==> src/rtl/stopwatch_ctl.sv <==
// Stopwatch control: two debounced push-buttons (start/pause, clear) driving
// an IDLE/RUN/PAUSE state machine with registered control outputs.
module stopwatch_ctl #(
    parameter int unsigned DEBOUNCE_CYCLES = 1000000
) (
    input  logic clk,
    input  logic reset,
    input  logic btn_start_stop,
    input  logic btn_clear,
    output logic count_enabled,
    output logic init_regs,
    output logic run_led,
    output logic pause_led
);

    localparam int CW = $clog2(DEBOUNCE_CYCLES + 1);
    localparam logic [CW-1:0] CNT_LAST = CW'(DEBOUNCE_CYCLES - 1);

    // Button index 0 = start/stop, 1 = clear.
    localparam int BTN_SS  = 0;
    localparam int BTN_CLR = 1;

    typedef enum logic [1:0] {
        IDLE  = 2'd0,
        RUN   = 2'd1,
        PAUSE = 2'd2
    } state_t;

    logic [1:0]         raw;
    logic [1:0]         sync1_q, sync2_q;
    logic [1:0]         deb_q, deb_d;
    logic [1:0]         deb_prev_q;
    logic [1:0]         press_q, press_d;
    logic [1:0][CW-1:0] cnt_q, cnt_d;

    state_t state_q, state_d;
    logic   count_enabled_q, count_enabled_d;
    logic   init_regs_q, init_regs_d;
    logic   run_led_q, run_led_d;
    logic   pause_led_q, pause_led_d;

    assign raw = {btn_clear, btn_start_stop};

    // Debounce: count consecutive disagreeing cycles, flip the level once the
    // disagreement has lasted DEBOUNCE_CYCLES; any agreement restarts the count.
    // The press pulse is taken from the registered level so it lands one cycle
    // after the level itself changes.
    always_comb begin
        for (int i = 0; i < 2; i++) begin
            deb_d[i] = deb_q[i];
            cnt_d[i] = '0;
            if (sync2_q[i] != deb_q[i]) begin
                if (cnt_q[i] == CNT_LAST) begin
                    deb_d[i] = ~deb_q[i];
                end else begin
                    cnt_d[i] = cnt_q[i] + CW'(1);
                end
            end
        end
        press_d = deb_q & ~deb_prev_q;
    end

    // Synchronizers, debounce state and press pulses.
    always_ff @(posedge clk) begin
        if (reset) begin
            sync1_q    <= '0;
            sync2_q    <= '0;
            deb_q      <= '0;
            deb_prev_q <= '0;
            press_q    <= '0;
            cnt_q      <= '0;
        end else begin
            sync1_q    <= raw;
            sync2_q    <= sync1_q;
            deb_q      <= deb_d;
            deb_prev_q <= deb_q;
            press_q    <= press_d;
            cnt_q      <= cnt_d;
        end
    end

    // Next state and next outputs; clear beats start/stop in the same cycle.
    always_comb begin
        state_d = state_q;
        if (press_q[BTN_CLR]) begin
            state_d = IDLE;
        end else if (press_q[BTN_SS]) begin
            case (state_q)
                IDLE:    state_d = RUN;
                RUN:     state_d = PAUSE;
                PAUSE:   state_d = RUN;
                default: state_d = IDLE;
            endcase
        end
        init_regs_d     = press_q[BTN_CLR];
        count_enabled_d = (state_d == RUN);
        run_led_d       = (state_d == RUN);
        pause_led_d     = (state_d == PAUSE);
    end

    // State register with registered outputs; reset forces an init pulse.
    always_ff @(posedge clk) begin
        if (reset) begin
            state_q         <= IDLE;
            count_enabled_q <= 1'b0;
            init_regs_q     <= 1'b1;
            run_led_q       <= 1'b0;
            pause_led_q     <= 1'b0;
        end else begin
            state_q         <= state_d;
            count_enabled_q <= count_enabled_d;
            init_regs_q     <= init_regs_d;
            run_led_q       <= run_led_d;
            pause_led_q     <= pause_led_d;
        end
    end

    assign count_enabled = count_enabled_q;
    assign init_regs     = init_regs_q;
    assign run_led       = run_led_q;
    assign pause_led     = pause_led_q;

endmodule

==> config.mk <==
export PLATFORM = sky130hd
export DESIGN_NAME = stopwatch_ctl
export DESIGN_NICKNAME = d
export VERILOG_FILES = /design/src/rtl/stopwatch_ctl.sv
export SDC_FILE = /design/constraint.sdc
export NUM_CORES = 1
export LEC_CHECK = 0
export ABC_AREA = 1
export CELL_PAD_IN_SITES_DETAIL_PLACEMENT = 0
export CELL_PAD_IN_SITES_GLOBAL_PLACEMENT = 2
export CORE_MARGIN = 10
export CORE_UTILIZATION = 32
export CTS_CLUSTER_SIZE = 20
export DETAILED_ROUTE_END_ITERATION = 6
export PLACE_DENSITY_LB_ADDON = 0.1
export SETUP_SLACK_MARGIN = 0.5
export SLEW_MARGIN = 20
export SYNTH_ARGS = -nofsm -noshare
export SYNTH_HDL_FRONTEND = slang
export SYNTH_SLANG_ARGS = --single-unit
export TNS_END_PERCENT = 30
==> constraint.sdc <==
create_clock -name clk -period 1.3 [get_ports clk]
set_input_delay 0.13 -clock clk [delete_from_list [all_inputs] [get_ports clk]]
set_output_delay 0.13 -clock clk [all_outputs]
set_load 0.05 [all_outputs]
# Word-level counts from Yosys, hierarchy flattened
# Cells that the tools add are included.
# totals
register_bits,55
inputBits,4
out_inout_bits,4
elab_cells,37
# classes
add_sub_neg,2
eq_ne,8
n_mux,3
n_bitwise,6
reduce_logical,6
# op_table
operator,count
"adder 20 x 1 -> 20 bit, second input constant",2
"equality test 20 bit, second input constant",2
OR reduction 3 bit,2
"equality test 2 x 1 -> 1 bit, second input constant",2
"equality test 2 bit, second input constant",2
two-way mux 2 bit,2
inverter 1 bit,4
case mux 2 bit (2 select lines),1
AND reduction 2 bit,2
AND 2 bit,1
logical NOT 2 bit,1
inequality test 1 bit,2
inverter 2 bit,1
OR reduction 2 bit,1

# Depth between registers and ports, before layout
# depth
word_depth,6
depth_mapped,9
mapped_depth_nobuf,8

# Worst setup path before layout
# No wires, ideal clock.
# synth_path
kind,reg-to-reg
startpoint,register cnt_q[0] (netlist bit)
endpoint,register cnt_q[18] (netlist bit)
setup_ns,0.111
arrival_ns,1.330
required_ns,1.189
slack_ns,-0.141
path_stages_with_launch,10
path_buffers,1
synth_period_minus_slack_ns,1.441
cell_sequence,dfxtp_1 > ha_1 > nand3_2 > nor2_4 > inv_2 > nor2_2 > nand2_2 > nand2_4 > buf_12 > nor2_2
# synth_between
elab_chain_len,2
elab_cells_between_ends,3
# synth_lines
item,line,rtl
start: declaration,34,"logic [1:0][CW-1:0] cnt_q, cnt_d;"
start signal: assignment,78,cnt_q <= cnt_d;
branches (longest 2 deep; another with adder 20 x 1 -> 20 bit),-,
# Several ways; the timed one is not identified.
# A chain may end at the register's enable or synchronous reset.

# Worst setup path after layout
# layout_path
startpoint,register cnt_q[0] (netlist bit)
endpoint,register cnt_q[5] (netlist bit)
# Same word-level chain as after synthesis.

==> metrics.txt <==
kind of critical path flip-flop to flip-flop; HPWL Detailed 4478 um; clock root cell clkbuf_8; Avg Cell Area, Syn 7.194 um^2; Clock Sinks 55; Final ANT Viol Nets 0; DR pass1 iterations 4; Buffers & Inverters on Critical Path 1; Synth Cell Area 2532 um^2; Final Cycle Share 101.8%; synth top area cells dfxtp_1 43%, nor2_1 11%, nand2_1 11%; Fillers 805; Max Buffers Root-to-Sink 2; residual DRC count 0; Peak VDD IR 0.0003518 V; die area 11870 um^2; crit path cell chain ha_4 -> nand3_4 -> nor2_4 -> inv_2 -> nor2_4 -> nand2_8 -> nand2_8 -> nor2_2; htree depth 2; count of synthesis-stage warnings from yosys 0; crit path capture type flip-flop; Max FO, Critical Path 5; #FFs+latches synth 55; worst skew pair latency 0.31 ns; Core Area 7727 um^2; post-synthesis sequential area ratio 43.48%; Hold Fails Final Rpt 0; # diodes 0; Worst EP arrival 1.54 ns; failing checks setup timing; vias in the first global route 2249; layout cells sized above 1 42.79%; Die H 109.0 um; Startpoint Class flip-flop; Clock transition at path regs 0.11 ns; max_slew headroom 74.38%; syn nets 358; drt wl/cell 11.80 um; P&R area growth vs syn 44.52%; Worst Path Required 1.51 ns; overall routed net length 6193 um; Yosys top cell by area dfxtp_1; hold buffers post-CTS 0; Lkg Pwr 1.209 nW; chip width 109.0 um; CP delay by family, top simple AND/OR/NAND/NOR gates; share of the synthesized area in the top cell type 43.48%; hold-critical path depth 3; post-synth cell types 28; final core occ 47.36%; initial core utilization 32.77%; CTS tree yes; Clock Skew 0.008842 ns; Num CTS Buffers 5; Reg2Reg Depth 8; vias 2311; Max-cap violations 0; pre-CTS WS -0.1187 ns; gr usage total 11.02%; Via density 4.402; Max Freq 755.3 MHz; row count 32; power density cells 766.6 nW/um^2; initial antenna violation count 0; critical path depth in cells 8; status complete, but fails checks; Pwr Total 0.002806 W; largest net degree at the start of global routing 20; min Tclk post-route 1.324 ns; DRT iter0 DRCs 43; global placement routability congestion 0.7453; I/O pin count 8; fin nets 428; worst hold path type input port to flip-flop; endpoints failing setup 18; Worst-Margin Slew 0.3837 ns; Slowest cell on crit path dfxtp_2; total congestion overflow 0; Pins Over Slew Limit 0; IO Port Bufs 7; post-route setup slack -0.02392 ns; slowest stage delay, CP 0.37 ns; first-pass GRT wire length 10520 um; RSZ-0062 raised after global routing true; post-synthesis cell count 352
what timing repair did:
action | in CTS | in global routing
buffers inserted | 2 | 2
pin swaps | 32 | 16
endpoints found under the setup margin | 49 | 50
resized for setup | 63 | 32
hold endpoints to repair | 0 | 0
gates cloned | 3 | 0
sequential cells by signal, indices dropped and copies added (netlist names):
register,flops
run_led,1
state_q,2
pause_led,1
deb_q,2
sync1_q,2
sync2_q,2
deb_prev_q,2
cnt_q,40
init_regs,1
press_q,2
area by class of cell:
| class | count | area, um^2 | area share [%] |
|---|---|---|---|
| multi-input combinational | 259 | 1598 | 43.66 |
| timing repair buffer | 64 | 553.0 | 15.11 |
| clock inverter | 3 | 27.53 | 0.7521 |
| clock buffer | 5 | 68.82 | 1.880 |
| inverter | 37 | 138.9 | 3.795 |
| tap | 102 | 127.6 | 3.487 |
| sequential | 55 | 1146 | 31.32 |
worst paths after layout:
path / start / end / slack (ns)
max: cnt_q[0] / cnt_q[5] / -0.02
min: btn_clear / sync1_q[1] / 0.32
max reg2reg: cnt_q[0] / cnt_q[5] / -0.02
min reg2reg: deb_prev_q[1] / press_q[1] / 0.40
per-stage QoR:
| stage | instances | hold WS, ns | setup TNS (ns) | area [um^2] |
|---|---|---|---|---|
| floorplan | 352 | 0.2068 | -0.2306 | 2616 |
| global placement | 510 | 0.3809 | -1.918 | 3209 |
| detailed placement | 510 | 0.3874 | -2.559 | 3209 |
| CTS | 523 | 0.3053 | -0.09474 | 3542 |
| global route | 525 | 0.3050 | -2.497 | 3660 |
| finish | 525 | 0.3179 | -0.2630 | 3660 |
layout by cell type (no fill, tap or decap), types with 2 or more instances in the layout:
cell	n
buf_6	4
a21oi_2	11
nor2_4	10
clkbuf_8	5
dfxtp_2	24
nor2_1	57
nand2_8	6
o21ai_0	5
or2_2	5
a21oi_1	6
nand2_1	64
inv_1	31
xor2_1	9
dfxtp_4	4
nand3_2	7
nor2_2	23
nor3_1	4
buf_12	4
buf_4	53
o21bai_1	2
nand2_2	9
nand3_4	3
clkdlybuf4s50_1	3
inv_2	6
dfxtp_1	27
ha_4	2
nand3_1	16
nand4_1	7
xnor2_1	8
layer usage:
layer	track usage, %	share of wire, %	up-vias
li1	-	-	1247
met1	13.57	45	1040
met4	3.766	1.1	0
met2	18.81	52	18
met3	2.065	2.3	6
met5	0	0	-
worst min-delay path, cell delays in order:
cell             delay, ns
clkdlybuf4s50_1       0.39
inv_1                 0.05
nor2_1                0.03
report_power, final:
part | internal [W] | leakage, nW | switching, W
logic | 0.0000354 | 0.703 | 0.0000455
registers | 0.00169 | 0.459 | 0.00000620
clock network | 0.000401 | 0.0467 | 0.000632
cell usage after synthesis:
cell type and n:
clkbuf_1 1, nand2_2 2, nor3_4 1, nand3_2 2, a21oi_1 16, and2_1 1
nor2_4 1, buf_12 1, dfxtp_1 55, a21oi_2 1, ha_1 2, nand4_1 7
nand3_1 24, xor2_1 9, o21ai_0 5, nand2_4 1, or2_2 5, xnor2_1 8
nor2_1 77, buf_4 2, nor3_1 5, nand3b_1 1, nand2_1 73, inv_2 1
o211ai_1 1, o21bai_1 2, inv_1 36, nor2_2 12
cells by family after synthesis:
| kind of cell | Yosys count | share of synthesized area [%] |
|---|---|---|
| simple gates | 212 | 37.25 |
| flops | 55 | 43.48 |
| buf+inv | 41 | 7.015 |
| compound gates | 25 | 5.385 |
| xor+xnor | 17 | 5.880 |
| fa+ha+maj | 2 | 0.9880 |
Note: power is estimated with default switching activity, not from simulation.
